$ cat src/rtl/mips_seq_pkg.sv
// rtl/mips_seq_pkg.sv - shared constants and types for the machine-cycle sequencer
// Purpose: machine-cycle index constants, instruction class codes and the
//          sequencer run-state enum, shared by the sequencer and its bench.
package mips_seq_pkg;

    // Machine-cycle indices presented on count_state
    localparam int ST_IDLE   = 0;
    localparam int ST_FETCH  = 1;
    localparam int ST_DECODE = 2;
    localparam int ST_EXEC   = 3;

    // Instruction classes sampled at DECODE
    localparam logic [1:0] CLASS_ALU = 2'd0;
    localparam logic [1:0] CLASS_MEM = 2'd1;
    localparam logic [1:0] CLASS_BR  = 2'd2;
    localparam logic [1:0] CLASS_JMP = 2'd3;

    typedef enum logic {
        SEQ_IDLE = 1'b0,
        SEQ_RUN  = 1'b1
    } seq_state_e;

endpackage

$ cat src/rtl/cycle_perf_counter.sv
// rtl/cycle_perf_counter.sv - wrapping performance counter
// Purpose: PERF_WIDTH-bit counter that increments when inc is high and wraps
//          modulo 2**PERF_WIDTH.
// Ports:   clk, reset (sync, active-high), inc (count enable), count (value).
module cycle_perf_counter #(
    parameter int PERF_WIDTH = 32
) (
    input  logic                  clk,
    input  logic                  reset,
    input  logic                  inc,
    output logic [PERF_WIDTH-1:0] count
);

    logic [PERF_WIDTH-1:0] count_q;

    always_ff @(posedge clk) begin
        if (reset) begin
            count_q <= '0;
        end else if (inc) begin
            count_q <= count_q + 1'b1;
        end
    end

    assign count = count_q;

endmodule

$ cat src/rtl/machine_cycle_sequencer.sv
// rtl/machine_cycle_sequencer.sv - variable-length machine-cycle sequencer for the multi-cycle core
// Purpose: steps count_state through IDLE(0), FETCH(1), DECODE(2) and the
//          class-specific states up to the instruction length chosen at DECODE.
//          Supports stall hold and a stop at the next instruction boundary.
// Ports:   clk, reset (sync, active-high), enable (run / stop at boundary),
//          stall (freeze while running), instr_class (sampled at DECODE),
//          count_state (cycle index), flag (last state of instr), busy (count!=0),
//          retired_count / cycle_count (only when CYCLE_PERF_EN is defined).
// Config:  CYCLE_PERF_EN adds the retired-instruction and busy-cycle counters.
module machine_cycle_sequencer
    import mips_seq_pkg::*;
#(
    parameter int STATE_WIDTH = 3,
    parameter int LEN_ALU     = 5,
    parameter int LEN_MEM     = 5,
    parameter int LEN_BR      = 3,
    parameter int LEN_JMP     = 3,
    parameter int PERF_WIDTH  = 32
) (
    input  logic                   clk,
    input  logic                   reset,
    input  logic                   enable,
    input  logic                   stall,
    input  logic [1:0]             instr_class,
    output logic [STATE_WIDTH-1:0] count_state,
    output logic                   flag,
`ifdef CYCLE_PERF_EN
    output logic [PERF_WIDTH-1:0]  retired_count,
    output logic [PERF_WIDTH-1:0]  cycle_count,
`endif
    output logic                   busy
);

    localparam logic [STATE_WIDTH-1:0] C_IDLE   = STATE_WIDTH'(ST_IDLE);
    localparam logic [STATE_WIDTH-1:0] C_FETCH  = STATE_WIDTH'(ST_FETCH);
    localparam logic [STATE_WIDTH-1:0] C_DECODE = STATE_WIDTH'(ST_DECODE);
    localparam logic [STATE_WIDTH-1:0] L_ALU    = STATE_WIDTH'(LEN_ALU);
    localparam logic [STATE_WIDTH-1:0] L_MEM    = STATE_WIDTH'(LEN_MEM);
    localparam logic [STATE_WIDTH-1:0] L_BR     = STATE_WIDTH'(LEN_BR);
    localparam logic [STATE_WIDTH-1:0] L_JMP    = STATE_WIDTH'(LEN_JMP);

    seq_state_e             state_q, state_d;
    logic [STATE_WIDTH-1:0] count_q, count_d;
    logic [STATE_WIDTH-1:0] len_q, len_d;
    logic                   flag_q, flag_d;
    logic [STATE_WIDTH-1:0] class_len;
    logic                   retire;

    always_comb begin
        class_len = L_ALU;
        case (instr_class)
            CLASS_ALU: class_len = L_ALU;
            CLASS_MEM: class_len = L_MEM;
            CLASS_BR:  class_len = L_BR;
            CLASS_JMP: class_len = L_JMP;
            default:   class_len = L_ALU;
        endcase
    end

    always_comb begin
        state_d = state_q;
        count_d = count_q;
        len_d   = len_q;
        retire  = 1'b0;
        case (state_q)
            SEQ_IDLE: begin
                // stall has no meaning before an instruction has started
                if (enable) begin
                    state_d = SEQ_RUN;
                    count_d = C_FETCH;
                    len_d   = L_ALU;
                end
            end
            SEQ_RUN: begin
                if (!stall) begin
                    if (count_q == len_q) begin
                        retire = 1'b1;
                        if (enable) begin
                            count_d = C_FETCH;
                            len_d   = L_ALU;
                        end else begin
                            state_d = SEQ_IDLE;
                            count_d = C_IDLE;
                        end
                    end else begin
                        count_d = count_q + 1'b1;
                        // class only takes effect on the edge leaving DECODE
                        if (count_q == C_DECODE) begin
                            len_d = class_len;
                        end
                    end
                end
            end
            default: begin
                state_d = SEQ_IDLE;
                count_d = C_IDLE;
            end
        endcase
        // registered terminal flag, derived from the values about to be loaded
        flag_d = (state_d == SEQ_RUN) && (count_d == len_d);
    end

    always_ff @(posedge clk) begin
        if (reset) begin
            state_q <= SEQ_IDLE;
            count_q <= C_IDLE;
            len_q   <= L_ALU;
            flag_q  <= 1'b0;
        end else begin
            state_q <= state_d;
            count_q <= count_d;
            len_q   <= len_d;
            flag_q  <= flag_d;
        end
    end

    assign count_state = count_q;
    assign flag        = flag_q;
    assign busy        = (state_q == SEQ_RUN);

`ifdef CYCLE_PERF_EN
    cycle_perf_counter #(.PERF_WIDTH(PERF_WIDTH)) u_retired_cnt (
        .clk   (clk),
        .reset (reset),
        .inc   (retire),
        .count (retired_count)
    );

    cycle_perf_counter #(.PERF_WIDTH(PERF_WIDTH)) u_cycle_cnt (
        .clk   (clk),
        .reset (reset),
        .inc   (busy),
        .count (cycle_count)
    );
`else
    logic unused_retire;
    assign unused_retire = retire;
`endif

endmodule

$ cat config.mk
export PLATFORM = sky130hd
export DESIGN_NAME = machine_cycle_sequencer
export DESIGN_NICKNAME = d
export VERILOG_FILES = /design/src/rtl/mips_seq_pkg.sv /design/src/rtl/cycle_perf_counter.sv /design/src/rtl/machine_cycle_sequencer.sv
export SDC_FILE = /design/constraint.sdc
export NUM_CORES = 1
export LEC_CHECK = 0
export CAP_MARGIN = 0
export CORE_MARGIN = 2
export CORE_UTILIZATION = 30
export CTS_CLUSTER_DIAMETER = 150
export DETAILED_ROUTE_END_ITERATION = 8
export PLACE_DENSITY = 0.49
export SLEW_MARGIN = 20
export SYNTH_ARGS = -nofsm -noshare
export SYNTH_HDL_FRONTEND = slang
export SYNTH_HIERARCHICAL = 1
export SYNTH_SLANG_ARGS = --single-unit
$ cat constraint.sdc
create_clock -name clk -period 2.5 [get_ports clk]
set_input_delay 0.5 -clock clk [delete_from_list [all_inputs] [get_ports clk]]
set_output_delay 0.5 -clock clk [all_outputs]
set_load 0.05 [all_outputs]
-- After elaboration in Yosys (flattened, before gate mapping)
Cells that the tools add are included.
- bitwise logic cells: 1
- muxes and demuxes: 15
- reduce and logical (&&, ||, !) cells: 4
- eq/ne operators: 6
- $add $sub $neg: 1
- operator list (operator ; count):
    $mux W3 ; 7
    $pmux W3 S2 ; 3
    $eq A3 B3 Y1 ; 2
    $eq A2 B2 Y1 const B ; 2
    $mux W1 ; 4
    $reduce_or A2 Y1 ; 2
    $add A3 B1 Y3 const B ; 1
    $eq A3 B2 Y1 const B ; 1
    $eq A2 B1 Y1 const B ; 1
    $logic_not A2 Y1 ; 1
    $pmux W1 S2 ; 1
    $logic_and A1 B1 Y1 ; 1
    $not A1 Y1 ; 1
- logic and storage cells: 31
- bits in registers: 8
- input port bits: 6

-- Logic depth before layout (Yosys ltp)
Gate-level depths: netlist (run 1).
- word-level depth: 9
- mapped depth: 7
- depth with buffers taken out: 7

-- Worst setup path after synthesis (run 1)
No wires, ideal clock.
- kind: register -> register
- start point: reg count_q[0] (netlist: count_state[0])
- end point: reg flag_q (netlist: flag)
- clock period less this slack: 2.083 ns
- path slack: 0.417 ns
- arrival: 2.003 ns
- path buffers: 0
- data required time: 2.421 ns
- library setup time: 0.079 ns
- cell stages (with the launch flop): 8
- path through: dfxtp_1 -> inv_1 -> ha_1 -> and4bb_2 -> o311ai_2 -> o21ai_1 -> a21o_1 -> a211oi_2
- word-level cells in the longest chain between the ends: 7
- elaborated cells between the ends (all ways): 16
- classes of those cells: 1 x add/sub; 3 x eq/ne; 11 x mux; 1 x reduce/logical
- ends and longest elaborated chain (element ; line ; text):
    from (decl) ; machine_cycle_sequencer.sv:43 ; logic [STATE_WIDTH-1:0] count_q, count_d;
    from (signal assigned) ; machine_cycle_sequencer.sv:111 ; count_q <= count_d;
    branches (longest 6 deep; another with $add A3 B1 Y3) ; n/a ;
    $logic_and A1 B1 Y1 * ; machine_cycle_sequencer.sv:100 ; flag_d = (state_d == SEQ_RUN) && (count_d == len_d);
    to (signal assigned) ; machine_cycle_sequencer.sv:113 ; flag_q <= flag_d;
    to (decl) ; machine_cycle_sequencer.sv:45 ; logic flag_q, flag_d;
Mark *: on every way between the ends.
A chain may end at the register's enable or synchronous reset.

-- Worst setup path after layout (run 1)
- start point: reg count_q[1] (netlist: count_state[1])
- end point: out count_state[1]
- RTL lines (element ; line ; text):
    to (decl) ; machine_cycle_sequencer.sv:25 ; output logic [STATE_WIDTH-1:0] count_state,
No word-level cell between the ends.

==> metrics.md, run 1 <==
| Metric | Value |
|---|---|
| Main synth FF type | `dfxtp_1` |
| Slew headroom | `66.1%` |
| Later-pin clock latency in the skew report | `0.26 ns` |
| Post-synth net total | `74` |
| Tmin final | `2.14 ns` |
| Placed inst area | `758 µm²` |
| # resized after CTS | `0` |
| Vias | `538` |
| Max incr delay on CP | `0.87 ns` |
| Cell Rows | `16` |
| Crit start category | `register` |
| Hold Buf Count CTS | `0` |
| Largest net degree at the start of global routing | `14` |
| Netlist Area Pre-Place | `619 µm²` |
| Worst reg2reg path startpoint | `count_state[0]` |
| Final setup vio count | `0` |
| Num CTS Buffers | `3` |
| CTS H-tree lvls | `1` |
| Crit-path cells | `clkdlybuf4s50_1` |
| Worst-path fanout max | `5` |
| CP Class | `reg2out` |
| Drt total wl | `1.39 mm` |
| Top-Level Pins | `11` |
| Seq/Total Area, Yosys | `25.9%` |
| Initial antenna violation count | `0` |
| Status | `finished clean` |
| Drt first pass iters | `4` |
| Commonest cells in the synthesized netlist | `8 x dfxtp_1, 7 x nand2_1, 4 x nor2_1` |
| Remaining DRCs | `0` |
| Clock sinks | `8` |
| VDD IR max | `256 µV` |
| CP Data Required Time | `2.00 ns` |
| Post-route ant nets | `0` |
| Remaining global-route overflow | `0` |
| HPWL after DPL | `1.07 mm` |
| Min-delay src | `len_q[0]` |
| Synth warn | `6` |
| Count leader, synth | `dfxtp_1` |
| Top cell type's share of synthesized area | `25.9%` |
| Core ar. | `1960 µm²` |
| Max Cap Viol | `0` |
| Largest cells by area after synthesis | `dfxtp_1 26%, o41ai_2 5.3%, xor2_2 5.3%, xor2_4 4.4%, nand2_1 4.2%` |
| Pwr dens | `390 nW/µm²` |
| Async set-reset flop share out of synthesis | `0%` |
| GP Congestion | `0.794` |
| CTS Buffer Depth | `2` |
| CTS tree | `built` |
| Crit path from | `count_state[1]` |
| F_max | `467 MHz` |
| Buf+Inv Stages, Crit Path | `1` |
| Period utilization | `85.6%` |
| Die width | `49.4 µm` |
| EDFF count, synth | `0` |
| Final Max Slew Viols | `0` |
| First-pass GRT wire length | `2.38 mm` |
| Post-synthesis register bit count | `8` |
| CP max stage cell | `clkdlybuf4s50_1` |
| Synth Instances | `66` |
| Vias/cell | `5.03` |
| Worst Tran Pin Value | `0.503 ns` |
| Fin util | `39.8%` |
| Min-delay worst type | `reg2reg` |
| Final Total Pwr | `305 µW` |
| Initial core utilization | `31.6%` |
| GRT Overall Usage | `13.0%` |
| Clock Tree Root | `clkbuf_4` |
| Drt initial violations | `4` |
| Leak | `0.271 nW` |
| Distinct cell type count of the synthesized netlist | `33` |
| Syn_area_per_cell | `9.38 µm²` |
| CP Data Arrival Time | `1.64 ns` |
| Final net count | `90` |
| Clock transition at path regs | `0.05 ns` |
| Share of cells above drive strength 1 | `21.3%` |
| Vias in the first global route | `506` |
| N_diodes | `0` |
| RSZ-0062 raised after global routing | `no` |
| Post-CTS Setup Inserts | `0` |
| Die area | `2440 µm²` |
| Cell area after layout | `781 µm²` |
| CP Capture Type | `output port` |
| Cell taking the most area after synthesis | `dfxtp_1` |
| I/O Buffers | `9` |
| WL per Instance | `13.0 µm` |
| P&R area growth vs syn | `26.1%` |
| Die Ht | `49.4 µm` |
| Top delay family on crit path | `buffers and inverters` |
| Clock skew | `0.00189 ns` |
| Final Hold Vio Count | `0` |
| Setup TNS | `0 ns` |
-- cell usage in the layout (no fill, tap or decap), types with 2 or more instances in the layout --
cell type | netlist | routed
a21oi_1 | 3 | 3
o21ai_0 | 3 | 3
nor2b_1 | 3 | 3
clkbuf_4 | 0 | 3
xor2_2 | 2 | 2
buf_4 | 1 | 3
dfxtp_1 | 8 | 8
a21o_1 | 2 | 2
clkdlybuf4s50_1 | 0 | 9
o21ai_1 | 3 | 3
o41ai_2 | 2 | 2
inv_1 | 3 | 3
ha_1 | 2 | 2
nor3_1 | 2 | 2
nand2_1 | 7 | 7
nor2_1 | 4 | 4
a211oi_1 | 3 | 3
-- cells by family after synthesis --
| logic type | after synthesis | share of synthesized area, % |
|---|---|---|
| AOI/OAI and AO/OA | 22 | 30.9 |
| DFF | 8 | 25.9 |
| buffers and inverters | 4 | 3.03 |
| and+or+nand+nor | 26 | 25.1 |
| adders and majority gates | 2 | 4.04 |
| xor gates and xnor gates | 4 | 11.1 |
-- stage by stage --
stage	worst slack [ns]	cells	hold slack, ns
5_1_grt	0.307	107	0.630
4_1_cts	0.343	107	0.574
3_5_place_dp	0.317	104	0.562
6_report	0.360	107	0.571
2_1_floorplan	0.417	66	0.508
3_3_place_gp	0.282	104	0.541
-- state kept, by name (all words and copies together), names as in the netlist --
name / cells
count_state: 3
len_q: 3
flag: 1
busy: 1
-- worst paths after layout --
| kind | cells past startpoint | slack (ns) | endpoint |
|---|---|---|---|
| max | 1 | 0.36 | count_state[1] |
| min | 2 | 0.57 | len_q[0] |
| max reg2reg | 7 | 0.58 | flag |
| min reg2reg | 2 | 0.57 | len_q[0] |
-- power breakdown --
part	switching [mW]	internal, mW	total (mW)	leakage (nW)
Combinational	0.0392	0.0277	0.0668	0.192
Clock	0.0458	0.0551	0.101	0.0138
Sequential	0.00599	0.131	0.137	0.0652
-- layout make-up --
class,count,area [µm²]
multi-input combinational,54,440
sequential,8,160
clock buffer,3,22.5
inverter,3,11.3
tap,27,33.8
fill,217,1180
timing repair buffer,12,113
-- routing by layer --
metal  track usage (%)  wire length [µm]
met3              5.21                81
met4              2.78                 8
met1              18.8               722
met5                 0                 0
met2              17.8               582
No activity file was read; power rests on OpenSTA's default activity.
==> run 2, diff against run 1 <==
- RECOVER_POWER: unset -> 100
- TNS_END_PERCENT: unset -> 1
==> run 2 against run 1 <==
  * Sequential power barely moved
  * Clock skew barely moved
  * Largest cell class unchanged
  * Worst hold slack got worse by 0.032 ns
  * Setup slack got worse by 0.042 ns
  * Sequential cell count did not move
==> metrics.md, run 2 (synthesized netlist as in run 1, its figures left out) <==
| Metric | Value |
|---|---|
| Status | `finished clean (unchanged)` |
| Highest-count cells in the layout ignoring fill and taps | `8 x dfxtp_1, 7 x nand2_1, 6 x dlygate4sd3_1 (was 9 x clkdlybuf4s50_1, 8 x dfxtp_1, 7 x nand2_1)` |
| Drt first pass iters | `4 (unchanged)` |
| Remaining DRCs | `0 (unchanged)` |
| CTS tree | `built (unchanged)` |
| CP Data Required Time | `2.00 ns (about the same)` |
| Crit start category | `register (unchanged)` |
| Later-pin clock latency in the skew report | `0.26 ns (about the same)` |
| Clock Tree Root | `clkbuf_4 (unchanged)` |
| Worst hold path depth | `2 (unchanged)` |
| Initial antenna violation count | `0 (unchanged)` |
| Fill count | `218 (was 217)` |
| Top-Level Pins | `11 (unchanged)` |
| Share of cells above drive strength 1 | `17.5% (was 21.3%)` |
| Clock transition at path regs | `0.06 ns (was 0.05 ns)` |
| CTS Buffer Depth | `2 (unchanged)` |
| Pwr dens | `396 nW/µm² (was 390 nW/µm²)` |
| Largest net degree at the start of global routing | `14 (unchanged)` |
| Die area | `2440 µm² (unchanged)` |
| I/O Buffers | `9 (unchanged)` |
| CP max stage cell | `dlygate4sd3_1 (was clkdlybuf4s50_1)` |
| Number of cells on the critical path | `1 (unchanged)` |
| Post-route ant nets | `0 (unchanged)` |
| Post-CTS Setup Inserts | `0 (unchanged)` |
| Final Max Slew Viols | `0 (unchanged)` |
| GRT Overall Usage | `13.0% (unchanged)` |
| HPWL after DPL | `1.07 mm (unchanged)` |
| CP Capture Type | `output port (unchanged)` |
| Placed inst area | `758 µm² (unchanged)` |
| Min-delay worst type | `reg2reg (unchanged)` |
| Vias in the first global route | `506 (unchanged)` |
| Final Hold Vio Count | `0 (unchanged)` |
| Final setup vio count | `0 (unchanged)` |
| CTS H-tree lvls | `1 (unchanged)` |
| WL per Instance | `13.0 µm (about the same)` |
| CP Data Arrival Time | `1.68 ns (was 1.64 ns)` |
| Drt total wl | `1.39 mm (about the same)` |
| Die width | `49.4 µm (unchanged)` |
| Slew headroom | `61.7% (was 66.1%)` |
| N_diodes | `0 (unchanged)` |
| Period utilization | `87.3% (was 85.6%)` |
| Clock skew | `0.00184 ns (was 0.00189 ns)` |
| Die Ht | `49.4 µm (unchanged)` |
| Crit-path cells | `dlygate4sd3_1 (was clkdlybuf4s50_1)` |
| Drt initial violations | `7 (was 4)` |
| First-pass GRT wire length | `2.38 mm (unchanged)` |
| F_max | `458 MHz (was 467 MHz)` |
| VDD IR max | `255 µV (was 256 µV)` |
| Worst Reg-to-Reg Cells | `5 (was 7)` |
| # resized after CTS | `0 (unchanged)` |
| Num CTS Buffers | `3 (unchanged)` |
| Setup TNS | `0 ns (unchanged)` |
| Cell Rows | `16 (unchanged)` |
| Final net count | `90 (unchanged)` |
| Initial core utilization | `31.6% (unchanged)` |
| Max incr delay on CP | `0.92 ns (was 0.87 ns)` |
| Top delay family on crit path | `buffers and inverters (unchanged)` |
| Cell area after layout | `761 µm² (was 781 µm²)` |
| Core ar. | `1960 µm² (unchanged)` |
| Max Cap Viol | `0 (unchanged)` |
| Tmin final | `2.18 ns (was 2.14 ns)` |
| Leak | `0.276 nW (was 0.271 nW)` |
| Worst Tran Pin Value | `0.568 ns (was 0.503 ns)` |
| GP Congestion | `0.794 (unchanged)` |
| Vias/cell | `5.02 (was 5.03)` |
| P&R area growth vs syn | `22.8% (was 26.1%)` |
| Buf+Inv Stages, Crit Path | `1 (unchanged)` |
| Remaining global-route overflow | `0 (unchanged)` |
| RSZ-0062 raised after global routing | `no (unchanged)` |
| Vias | `537 (was 538)` |
| CP Class | `reg2out (unchanged)` |
| Clock sinks | `8 (unchanged)` |
| Commonest non-fill, non-tap cell in the layout | `dfxtp_1 (was clkdlybuf4s50_1)` |
| Hold Buf Count CTS | `0 (unchanged)` |
| Worst-path fanout max | `5 (unchanged)` |
[run 2: where the power goes]
part / switching, mW / leakage [nW] / internal [mW]
Clock: 0.0464 / 0.0138 / 0.0551
Sequential: 0.00533 / 0.0652 / 0.131
Combinational: 0.0381 / 0.197 / 0.0252
Total: 0.0898 / 0.276 / 0.211
[run 2: layout make-up]
class	count	area, µm²	area share (%)
Tap cell	27	33.8	4.44
Timing Repair Buffer	12	113	14.8
Sequential cell	8	160	21.1
Inverter	3	11.3	1.48
Clock buffer	3	22.5	2.96
Multi-Input combinational cell	54	420	55.3
[run 2: worst min-delay path, delay by kind of cell, from the launching register on]
family | cells | cell delay, ns
flops | 1 | 0.39
compound gates | 1 | 0.06
simple gates | 1 | 0.06
[run 2: final timing paths]
path                                startpoint              to  slack, ns
worst max-delay path            count_state[1]  count_state[1]       0.32
worst min-delay path                  len_q[0]        len_q[0]       0.54
worst max register to register  count_state[0]            flag       0.48
worst min register to register        len_q[0]        len_q[0]       0.54
[run 2: routing by layer]
layer	vias to the layer above	share of wire, %	routed length [µm]	global-route usage (%)
li1	281	-	-	-
met1	240	51	707	18.8
met2	14	42	583	17.8
met3	2	6.5	90	5.21
met4	0	0.58	8	2.78
met5	-	0	0	0
[run 2: per-stage QoR]
step | utilization (%) | total power [mW] | instances | hold WS (ns) | worst slack [ns]
finish | 38.8 | 0.301 | 107 | 0.539 | 0.317
global route | 38.8 | 0.317 | 107 | 0.593 | 0.257
CTS | 39.8 | 0.310 | 107 | 0.574 | 0.343
detailed placement | 38.6 | 0.206 | 104 | 0.562 | 0.317
floorplan | - | 0.180 | 66 | 0.508 | 0.417
global placement | 38.6 | 0.207 | 104 | 0.541 | 0.282
